$ cat src/rtl/zspan_fill.sv
// Scanline span filler: finds the left/right edge pixels of a row in the edge mask,
// then walks the span with interpolated depth, z-tests each pixel and writes colour/depth.
module zspan_fill #(
  parameter int WIDTH   = 640,
  parameter int HEIGHT  = 480,
  parameter int Z_W     = 8,
  parameter int FRAC_W  = 8,
  parameter int COLOR_W = 24,
  parameter int RD_LAT  = 1,
  parameter int ADDR_W  = $clog2(WIDTH*HEIGHT)
) (
  input  logic                       clk,
  input  logic                       n_rst,
  input  logic                       start,
  input  logic [$clog2(HEIGHT)-1:0]  row,
  input  logic [Z_W+FRAC_W-1:0]      z0,
  input  logic [Z_W+FRAC_W:0]        dzdx,
  input  logic [COLOR_W-1:0]         color,
  input  logic [1:0]                 depth_func,
  input  logic                       z_write,
  output logic [ADDR_W-1:0]          mask_addr,
  input  logic                       mask_data,
  output logic [ADDR_W-1:0]          zb_rd_addr,
  input  logic [Z_W-1:0]             zb_rd_data,
  output logic                       zb_wr_en,
  output logic [ADDR_W-1:0]          zb_wr_addr,
  output logic [Z_W-1:0]             zb_wr_data,
  output logic                       fb_wr_en,
  output logic [ADDR_W-1:0]          fb_addr,
  output logic [COLOR_W-1:0]         fb_data,
  output logic                       busy,
  output logic                       done,
  output logic [$clog2(WIDTH+1)-1:0] px_written
);

  localparam int XW    = $clog2(WIDTH);
  localparam int ZA_W  = Z_W + FRAC_W;
  localparam int DZ_W  = ZA_W + 1;
  localparam int ACC_W = ZA_W + 3;
  localparam int CW    = $clog2(RD_LAT + 1);
  localparam int PW    = $clog2(WIDTH + 1);

  typedef enum logic [2:0] {
    IDLE, SCAN_L, SCAN_R, ZREAD, ZTEST, WRITE, STEP, DONE
  } state_t;

  state_t              state_q, state_d;
  logic [ADDR_W-1:0]   base_q, base_d;
  logic [XW-1:0]       x_q, x_d;
  logic [XW-1:0]       l_q, l_d;
  logic [XW-1:0]       r_q, r_d;
  logic [CW-1:0]       cnt_q, cnt_d;
  logic [ACC_W-1:0]    zacc_q, zacc_d;
  logic [ZA_W-1:0]     z0_q, z0_d;
  logic [DZ_W-1:0]     dzdx_q, dzdx_d;
  logic [COLOR_W-1:0]  color_q, color_d;
  logic [1:0]          dfunc_q, dfunc_d;
  logic                zwr_q, zwr_d;
  logic [Z_W-1:0]      znew_q, znew_d;
  logic [PW-1:0]       px_q, px_d;

  logic [ADDR_W-1:0]   pixAddr;
  logic [Z_W-1:0]      znew;
  logic                pass;

  always_ff @(posedge clk or negedge n_rst) begin
    if (!n_rst) begin
      state_q <= IDLE;
      base_q  <= '0;
      x_q     <= '0;
      l_q     <= '0;
      r_q     <= '0;
      cnt_q   <= '0;
      zacc_q  <= '0;
      z0_q    <= '0;
      dzdx_q  <= '0;
      color_q <= '0;
      dfunc_q <= '0;
      zwr_q   <= 1'b0;
      znew_q  <= '0;
      px_q    <= '0;
    end else begin
      state_q <= state_d;
      base_q  <= base_d;
      x_q     <= x_d;
      l_q     <= l_d;
      r_q     <= r_d;
      cnt_q   <= cnt_d;
      zacc_q  <= zacc_d;
      z0_q    <= z0_d;
      dzdx_q  <= dzdx_d;
      color_q <= color_d;
      dfunc_q <= dfunc_d;
      zwr_q   <= zwr_d;
      znew_q  <= znew_d;
      px_q    <= px_d;
    end
  end

  // Integer depth, clamped: negative accumulators give 0, anything past the top gives all ones.
  always_comb begin
    if (zacc_q[ACC_W-1])
      znew = '0;
    else if (|zacc_q[ACC_W-2:ZA_W])
      znew = '1;
    else
      znew = zacc_q[FRAC_W +: Z_W];
  end

  always_comb begin
    case (dfunc_q)
      2'b00:   pass = (znew > zb_rd_data);
      2'b01:   pass = (znew < zb_rd_data);
      2'b10:   pass = 1'b1;
      default: pass = 1'b0;
    endcase
  end

  always_comb begin
    state_d = state_q;
    base_d  = base_q;
    x_d     = x_q;
    l_d     = l_q;
    r_d     = r_q;
    cnt_d   = cnt_q;
    zacc_d  = zacc_q;
    z0_d    = z0_q;
    dzdx_d  = dzdx_q;
    color_d = color_q;
    dfunc_d = dfunc_q;
    zwr_d   = zwr_q;
    znew_d  = znew_q;
    px_d    = px_q;
    case (state_q)
      IDLE: begin
        if (start) begin
          base_d  = ADDR_W'(row) * ADDR_W'(WIDTH);
          z0_d    = z0;
          dzdx_d  = dzdx;
          color_d = color;
          dfunc_d = depth_func;
          zwr_d   = z_write;
          x_d     = '0;
          cnt_d   = '0;
          px_d    = '0;
          state_d = SCAN_L;
        end
      end
      // Each mask probe holds its address for RD_LAT cycles and samples on the next one.
      SCAN_L: begin
        if (cnt_q == CW'(RD_LAT)) begin
          cnt_d = '0;
          if (mask_data) begin
            l_d     = x_q;
            x_d     = XW'(WIDTH - 1);
            state_d = SCAN_R;
          end else if (x_q == XW'(WIDTH - 1)) begin
            state_d = DONE;
          end else begin
            x_d = x_q + 1'b1;
          end
        end else begin
          cnt_d = cnt_q + 1'b1;
        end
      end
      SCAN_R: begin
        if (cnt_q == CW'(RD_LAT)) begin
          cnt_d = '0;
          if (mask_data || (x_q == l_q)) begin
            r_d     = x_q;
            x_d     = l_q;
            zacc_d  = {{3{1'b0}}, z0_q};
            state_d = ZREAD;
          end else begin
            x_d = x_q - 1'b1;
          end
        end else begin
          cnt_d = cnt_q + 1'b1;
        end
      end
      ZREAD: begin
        if (cnt_q == CW'(RD_LAT - 1)) begin
          cnt_d   = '0;
          state_d = ZTEST;
        end else begin
          cnt_d = cnt_q + 1'b1;
        end
      end
      ZTEST: begin
        znew_d  = znew;
        state_d = pass ? WRITE : STEP;
      end
      WRITE: begin
        px_d    = px_q + 1'b1;
        state_d = STEP;
      end
      STEP: begin
        zacc_d = zacc_q + {{2{dzdx_q[DZ_W-1]}}, dzdx_q};
        cnt_d  = '0;
        if (x_q == r_q) begin
          state_d = DONE;
        end else begin
          x_d     = x_q + 1'b1;
          state_d = ZREAD;
        end
      end
      DONE:    state_d = IDLE;
      default: state_d = IDLE;
    endcase
  end

  assign pixAddr    = base_q + ADDR_W'(x_q);
  assign mask_addr  = pixAddr;
  assign zb_rd_addr = pixAddr;
  assign zb_wr_addr = pixAddr;
  assign fb_addr    = pixAddr;
  assign fb_data    = color_q;
  assign zb_wr_data = znew_q;
  assign fb_wr_en   = (state_q == WRITE);
  assign zb_wr_en   = (state_q == WRITE) && zwr_q;
  assign busy       = (state_q != IDLE);
  assign done       = (state_q == DONE);
  assign px_written = px_q;

endmodule
$ cat config.mk
export PLATFORM = sky130hd
export DESIGN_NAME = zspan_fill
export DESIGN_NICKNAME = d
export VERILOG_FILES = /design/src/rtl/zspan_fill.sv
export SDC_FILE = /design/constraint.sdc
export NUM_CORES = 1
export LEC_CHECK = 0
export CAP_MARGIN = 25
export CORE_MARGIN = 1
export CORE_UTILIZATION = 40
export CTS_CLUSTER_DIAMETER = 100
export DETAILED_ROUTE_END_ITERATION = 12
export PLACE_DENSITY = 0.69
export SYNTH_ARGS = -nofsm -noshare
export SYNTH_HDL_FRONTEND = slang
export SYNTH_SLANG_ARGS = --single-unit
$ cat constraint.sdc
create_clock -name clk -period 2.5 [get_ports clk]
set_clock_uncertainty 0.05 [all_clocks]
set_input_delay 0.25 -clock clk [delete_from_list [all_inputs] [get_ports clk]]
set_output_delay 0.25 -clock clk [all_outputs]
set_load 0.05 [all_outputs]
== After elaboration in Yosys (flattened, before gate mapping) ==
Cells that the tools add are included.

* Flip-flop bits (word level): 143
* Latch bits: 0
* Memory bits (writable): 0
* Bits in read-only memories: 0
* Input bits: 81
* Output and inout port bits: 122
* Word-level logic and storage cells: 91
* Memories: 0

* $add $sub $neg: 6
* $mul: 1
* Div/mod/pow operators: 0
* Order comparisons: 2
* Equality and inequality tests: 20
* Shift operators: 0
* Muxes and demuxes: 29
* Bitwise logic cells: 0
* Reductions and logical operators: 19

{| class="wikitable"
|+ Operators with widths
! operator !! number
|-
| 10-bit two-way mux || 7
|-
| 10-bit case mux with 4 select lines || 1
|-
| 19-bit two-way mux || 2
|-
| 19-bit case mux with 2 select lines || 1
|-
| 3-bit two-way mux || 8
|-
| 3-bit case mux with 8 select lines || 1
|-
| 10-bit by 1-bit adder with 10-bit output (second input constant) || 2
|-
| 10-bit == test || 2
|-
| 10-bit case mux with 2 select lines || 1
|-
| 19-bit by 10-bit adder with 19-bit output || 1
|-
| 19-bit adder || 1
|-
| 8-bit two-way mux || 2
|-
| 3-bit == test (second input constant) || 4
|-
| 9-bit by 3-bit multiplier with 12-bit output (second input constant) || 1
|-
| 2-bit inequality test (second input constant) || 6
|-
| 6-bit AND reduction || 2
|-
| 10-bit == test (second input constant) || 1
|-
| 10-bit by 1-bit subtractor with 10-bit output (second input constant) || 1
|-
| 3-bit AND reduction || 3
|-
| 8-bit > comparator || 1
|-
| 8-bit < comparator || 1
|-
| 4-bit nonzero test || 2
|-
| 3-bit by 2-bit == test with 1-bit output (second input constant) || 2
|-
| 3-bit inequality test (second input constant) || 2
|-
| 16 further kinds || 22
|}

== Logic depth before layout (Yosys ltp) ==
Gate-level depths: netlist (run 1).

* Depth after elaboration: 7
* Gate-level depth with buffers: 13
* Gate-level depth less buffers: 12

== Worst setup path before layout (run 1) ==
No wires, ideal clock.

* Kind: register -> output
* Start point: register x_q[8]
* End point: output mask_addr[17]
* Arrival: 2,793 ps
* Data required time: 2,200 ps
* Path slack: -593 ps
* Cell stages (with the launch flop): 10
* Path buffers: 2
* Cells stage by stage: dfrtp_1 > buf_2 > inv_1 > fa_1 > inv_1 > a21o_1 > nor2b_1 > nand4_1 > xnor2_1 > buf_4

* Cells in the longest elaborated chain, start to end: 1

{| class="wikitable"
|+ RTL lines
! element !! RTL line !! source
|-
| start: declaration || 49 || <nowiki>logic [XW-1:0] x_q, x_d;</nowiki>
|-
| start signal: assignment || 70 || <nowiki>x_q <= '0;</nowiki>
|-
| start signal: assignment || 85 || <nowiki>x_q <= x_d;</nowiki>
|-
| 19-bit by 10-bit adder with 19-bit output || 212 || <nowiki>assign pixAddr = base_q + ADDR_W'(x_q);</nowiki>
|-
| end: declaration || 21 || <nowiki>output logic [ADDR_W-1:0] mask_addr,</nowiki>
|}

Every way passes these cells.

== Final worst setup path (run 1) ==
* Start point: register x_q[7]
* End point: output mask_addr[17]

Same word-level chain as after synthesis.

==> qor.yml, run 1 <==
grt_overflow: 0
globalRouteMet2Util_pct: 32.6
grt_pass1_wl_um: 36700
grt_use_total_pct: 20.6
worstMarginPinSlew_ns: 0.692
yosysTopAreaCell: "dfrtp_1"
grt_antenna_before_repair: 2
final_common_cell: "nand2_1"
cts_tree: "yes"
nFillCells: 1858
drt_iter0_drc: 367
cts_buffers: 17
htree_levels: 4
start_util_pct: 41.1
multi_input_area_um2: 4550
ff_latch_area_um2: 3580
post-route-min-period_ns: 2.68
drv_slew: 0
layout_worst_path_cycle_share_pct: 107
synth_edf_count: 0
start_kind: "flip-flop"
gp_congestion: 0.845
grt_busiest_layer: "met2"
yosys-top-cells-area: "dfrtp_1, nand2_1, ha_1"
wl_per_cell_um: 15.2
cp.required_ns: 2.20
cts_root_buf: "clkbuf_16"
setup_ws_ns: -0.180
yosysWarnings: 0
drc: 0
slew_headroom_pct: 53.7
vias: 7376
min_path_type: "primary input to async pin"
async_reset_ff_share_pct: 100
viasPerCell: 5.04
timing.critical_path.fanout_max: 4
fp.dieH_um: 150
grt_util_met1_pct: 26.9
violations: "setup timing"
dr.pass1.iters: 5
final_core_utilization_pct: 58.0
status: "finished with violations"
grt_pass1_vias: 7438
ys_seq_area_share_pct: 41.0
io-pin-count: 203
finalNetCount: 1306
place_hpwl_um: 16500
clk_path_buf_depth: 2
crit_arrival_ns: 2.38
synth_ff_type: "dfrtp_1"
place_ws_ns: -0.182
dieArea_um2: 22400
critical_path_class: "flip-flop to primary output"
synthesis.nets: 1120
mostFrequentLayoutCells: "nand2_1, clkdlybuf4s50_1, dfrtp_1"
layout-drive-gt1-share_pct: 19.2
core_um2: 21200
clk_latency_ns: 0.42
chipWidth_um: 150
yosys.cell_types.count: 60
ys_ff_latch: 143
ant_nets: 0
rows: 53
avgSynthCellArea_um2: 8.81
max_cap_violations: 0
numPortBuffers: 202
clk_pin_slew_worst_paths_ns: 0.06
wl_um: 22300
grt_max_degree: 66
hold_viol_final: 0
cts_num_sinks: 143
crit_path_end_kind: "primary output"
setup_viol: 27
rsz0062_at_grt: "yes"
netlist_area_um2: 8720
use_met3_pct: 6.07
synth_top_area_share_pct: 41.0
whs_ns: 0.274
area_delta_synth_final_pct: 41.1
fmax_mhz: 373
synth_cells: 990
-- Yosys cell counts, drive strengths merged, types with 2 or more instances --
cell type  number
o22ai           4
nand4          11
o21ai          66
nor2b           8
nor2           53
a21o            8
buf            78
xor2           33
a31oi           3
nand2         258
nand3          14
o221ai          2
clkbuf         31
or4             2
ha             46
o32ai           3
and2            3
o21a            4
inv            29
nand2b          8
nor3           15
a21oi          35
nand3b          3
dfrtp         143
o31ai           5
nor4            4
a211oi          6
fa              3
xnor2          27
mux2i          17
o211ai          9
mux2           25
and3            6
or3             4
o21bai          8
a22o            3
-- final timing paths --
check | slack, ns | depth (start not counted) | to | start
setup / recovery | -0.18 | 10 | mask_addr[17] | x_q[7]$_DFFE_PN0P_
hold / removal | 0.27 | 2 | dzdx_q[2]$_DFFE_PN0P_ | n_rst
setup reg to reg | -0.04 | 12 | state_q[1]$_DFFE_PN0P_ | zacc_q[17]$_DFFE_PN0P_
hold reg to reg | 0.42 | 2 | fb_data[7]$_DFFE_PN0P_ | fb_data[7]$_DFFE_PN0P_
max in group asynchronous | 1.42 | 3 | zacc_q[9]$_DFFE_PN0P_ | n_rst
min in group clk | 0.31 | 3 | z0_q[4]$_DFFE_PN0P_ | z0[4]
-- routing by layer --
layer | wire (um) | share of wire, % | up-vias
li1 | - | - | 3634
met1 | 9920 | 45 | 3469
met2 | 10400 | 47 | 235
met3 | 1550 | 7.0 | 36
met4 | 363 | 1.6 | 2
met5 | 17 | 0.076 | -
-- layout make-up --
cell class	instances	share of cell area, %
antenna	1	0.0203
clock buffer	18	3.57
clock inverter	13	1.34
inverter	30	0.945
multi-input combinational	708	36.9
sequential	143	29.1
tap	275	2.80
timing repair buffer	276	25.3
-- stage by stage --
step,instance area [um2],cells,setup TNS (ns)
global placement,11400,1419,-0.270
global route,12300,1463,-6.44
finish,12300,1464,-2.32
floorplan,8820,990,-1.37
CTS,12200,1459,-2.24
detailed placement,11400,1419,-0.619
-- registers in the layout, summed over array words and instances, names as in the netlist --
| signal | count |
|---|---|
| r_q | 10 |
| cnt_q | 1 |
| zwr_q | 1 |
| dfunc_q | 2 |
| l_q | 10 |
| zb_wr_data | 8 |
| zacc_q | 19 |
| z0_q | 16 |
| base_q | 12 |
| px_written | 10 |
| state_q | 3 |
| x_q | 10 |
| dzdx_q | 17 |
| fb_data | 24 |
-- critical path, cell delays in order (launching register included) --
cell     delay (ns)
dfrtp_1        0.35
ha_2           0.19
inv_2          0.04
fa_2           0.34
inv_2          0.05
a21o_1         0.12
nor2b_4        0.15
nand4_1        0.22
xnor2_4        0.23
buf_12         0.15
buf_12         0.13
-- cells by family after synthesis --
| family | share of synthesized area, % |
|---|---|
| flip-flops | 41.0 |
| AO/OA/AOI/OAI | 11.6 |
| multiplexers | 5.18 |
| XOR/XNOR | 6.02 |
| AND/OR/NAND/NOR | 19.5 |
| adder cells (fa/ha/maj) | 7.29 |
| buffers and inverters | 9.42 |
-- repair_timing --
item | in CTS | in global routing
pin swaps | 7 | 10
hold buffers | 1 | 0
setup buffers | 8 | 4
hold endpoints to repair | 43 | 0
setup endpoints to repair | 33 | 49
resized for setup | 17 | 29
Power of run 1 is left out: the tool's default activity adds up to more than one toggle a clock period on the data nets, which glitch-free logic cannot reach.
==> inputs of run 2 (changes only) <==
--- a/config.mk
+++ b/config.mk
@@ -7,10 +7,10 @@
 export LEC_CHECK = 0
 export CAP_MARGIN = 25
 export CORE_MARGIN = 1
-export CORE_UTILIZATION = 40
+export CORE_UTILIZATION = 46
 export CTS_CLUSTER_DIAMETER = 100
 export DETAILED_ROUTE_END_ITERATION = 12
-export PLACE_DENSITY = 0.69
+export PLACE_DENSITY = 0.77
 export SYNTH_ARGS = -nofsm -noshare
 export SYNTH_HDL_FRONTEND = slang
 export SYNTH_SLANG_ARGS = --single-unit
==> qor.yml, run 2 (synthesis results as in run 1) <==
status: "finished with violations"
violations: "setup timing"
grt_pass1_vias: 7365
use_met3_pct: 7.33
min_path_type: "primary input to flip-flop"
slew_headroom_pct: 56.9
finalNetCount: 1302
core_um2: 18300
n_antenna_cell: 0
max_cap_violations: 0
grt_overflow: 0
grt_antenna_before_repair: 2
path_delay_family: "adder cells"
crit_path_end_kind: "primary output"
fmax_mhz: 370
grt_util_met1_pct: 30.0
globalRouteMet2Util_pct: 38.8
mostFrequentLayoutCells: "nand2_1, clkdlybuf4s50_1, dfrtp_1"
max_stage_delay_ns: 0.35
post-route-min-period_ns: 2.70
hold_viol_final: 0
layout_worst_path_cycle_share_pct: 108
grt_busiest_layer: "met2"
largest_register_ffs: 24
vias: 7422
dp_cells: 1367
cts_root_buf: "clkbuf_16"
place_hpwl_um: 15900
drc: 0
setup_viol: 29
viasPerCell: 5.25
drt_iter0_drc: 394
clk_pin_slew_worst_paths_ns: 0.06
layout-drive-gt1-share_pct: 18.1
setup_ws_ns: -0.201
grt_max_degree: 84
final_cells: 1414
ff2ff_setup_slack_ns: -0.04
crit_chain: "ha_2 > inv_2 > fa_2 > inv_2 > a21o_1 > nor2b_4 > nand4_1 > xnor2_4 > buf_12 > buf_12"
numPortBuffers: 202
ant_nets: 0
htree_levels: 4
wl_um: 22300
area_delta_synth_final_pct: 39.2
nFillCells: 1467
critical_path_class: "flip-flop to primary output"
rows: 49
fp.dieH_um: 140
clk_path_buf_depth: 2
cts_num_sinks: 143
rsz0062_at_grt: "yes"
chipWidth_um: 140
cp.required_ns: 2.20
final_common_cell: "nand2_1"
clk_latency_ns: 0.43
start_kind: "flip-flop"
gp_congestion: 0.882
cts_tree: "yes"
dieArea_um2: 19500
cp_slowest_cell: "dfrtp_1"
crit_arrival_ns: 2.40
timing.critical_path.fanout_max: 4
drv_slew: 0
wl_per_cell_um: 15.8
cp_num_buf_inv: 4
grt_use_total_pct: 23.5
cts_buffers: 17
worstMarginPinSlew_ns: 0.645
start_util_pct: 47.7
io-pin-count: 203
dr.pass1.iters: 5
grt_pass1_wl_um: 36700
[run 2: worst register-to-register path: cells and delay by family, from the launching register on]
kind / cells / cell delay, ns
adders and majority gates: 1 / 0.31
muxes: 1 / 0.33
DFF: 1 / 0.38
AOI/OAI and AO/OA: 5 / 0.74
and+or+nand+nor: 5 / 0.65
[run 2: per-stage QoR]
step / worst slack (ns) / instance area (um2) / hold WS, ns / utilization, % / TNS, ns
after floorplan: -0.156 / 8820 / -0.0956 / - / -1.37
after global placement: -0.135 / 11300 / 0.232 / 62.0 / -0.346
after detailed placement: -0.213 / 11300 / 0.233 / 62.0 / -0.681
after CTS: -0.188 / 12000 / 0.284 / 65.7 / -3.81
after global routing: -0.314 / 12100 / 0.298 / 66.5 / -7.64
final: -0.201 / 12100 / 0.298 / 66.5 / -3.59
[run 2: timing repair]
action	4_1_cts	5_1_grt
gates resized for setup	14	24
endpoints found under the setup margin	36	43
hold buffers	1	0
buffers inserted	8	6
endpoints found under the hold margin	64	0
pin swaps	7	7
[run 2: final cells by class]
type,count,area [um2],area share (%)
multi-input cells,708,4520,37.2
flip-flops and latches,143,3580,29.5
repair buffers,272,3100,25.6
clock buffers,20,447,3.68
well taps,229,287,2.36
inverters,30,116,0.958
clock inverters,12,88.8,0.732
[run 2: final timing paths]
path                                        start                 endpoint  cells past startpoint
max in group asynchronous                   n_rst       r_q[6]$_DFFE_PN0P_                      3
hold reg to reg                 zwr_q$_DFFE_PN0P_        zwr_q$_DFFE_PN0P_                      2
setup / recovery            base_q[7]$_DFFE_PN0P_           zb_wr_addr[17]                     10
setup reg to reg           zacc_q[16]$_DFFE_PN0P_   state_q[1]$_DFFE_PN0P_                     12
min in group asynchronous                   n_rst  fb_data[23]$_DFFE_PN0P_                      2
hold / removal                            dzdx[7]    dzdx_q[7]$_DFFE_PN0P_                      3
[run 2: per-layer routing]
layer  part of all wire, %  vias up
li1                      -     3630
met2                    48      227
met4                  0.96        4
met5                  0.13        -
met3                   6.6       24
met1                    44     3537
Power of run 2 is left out for the same reason.
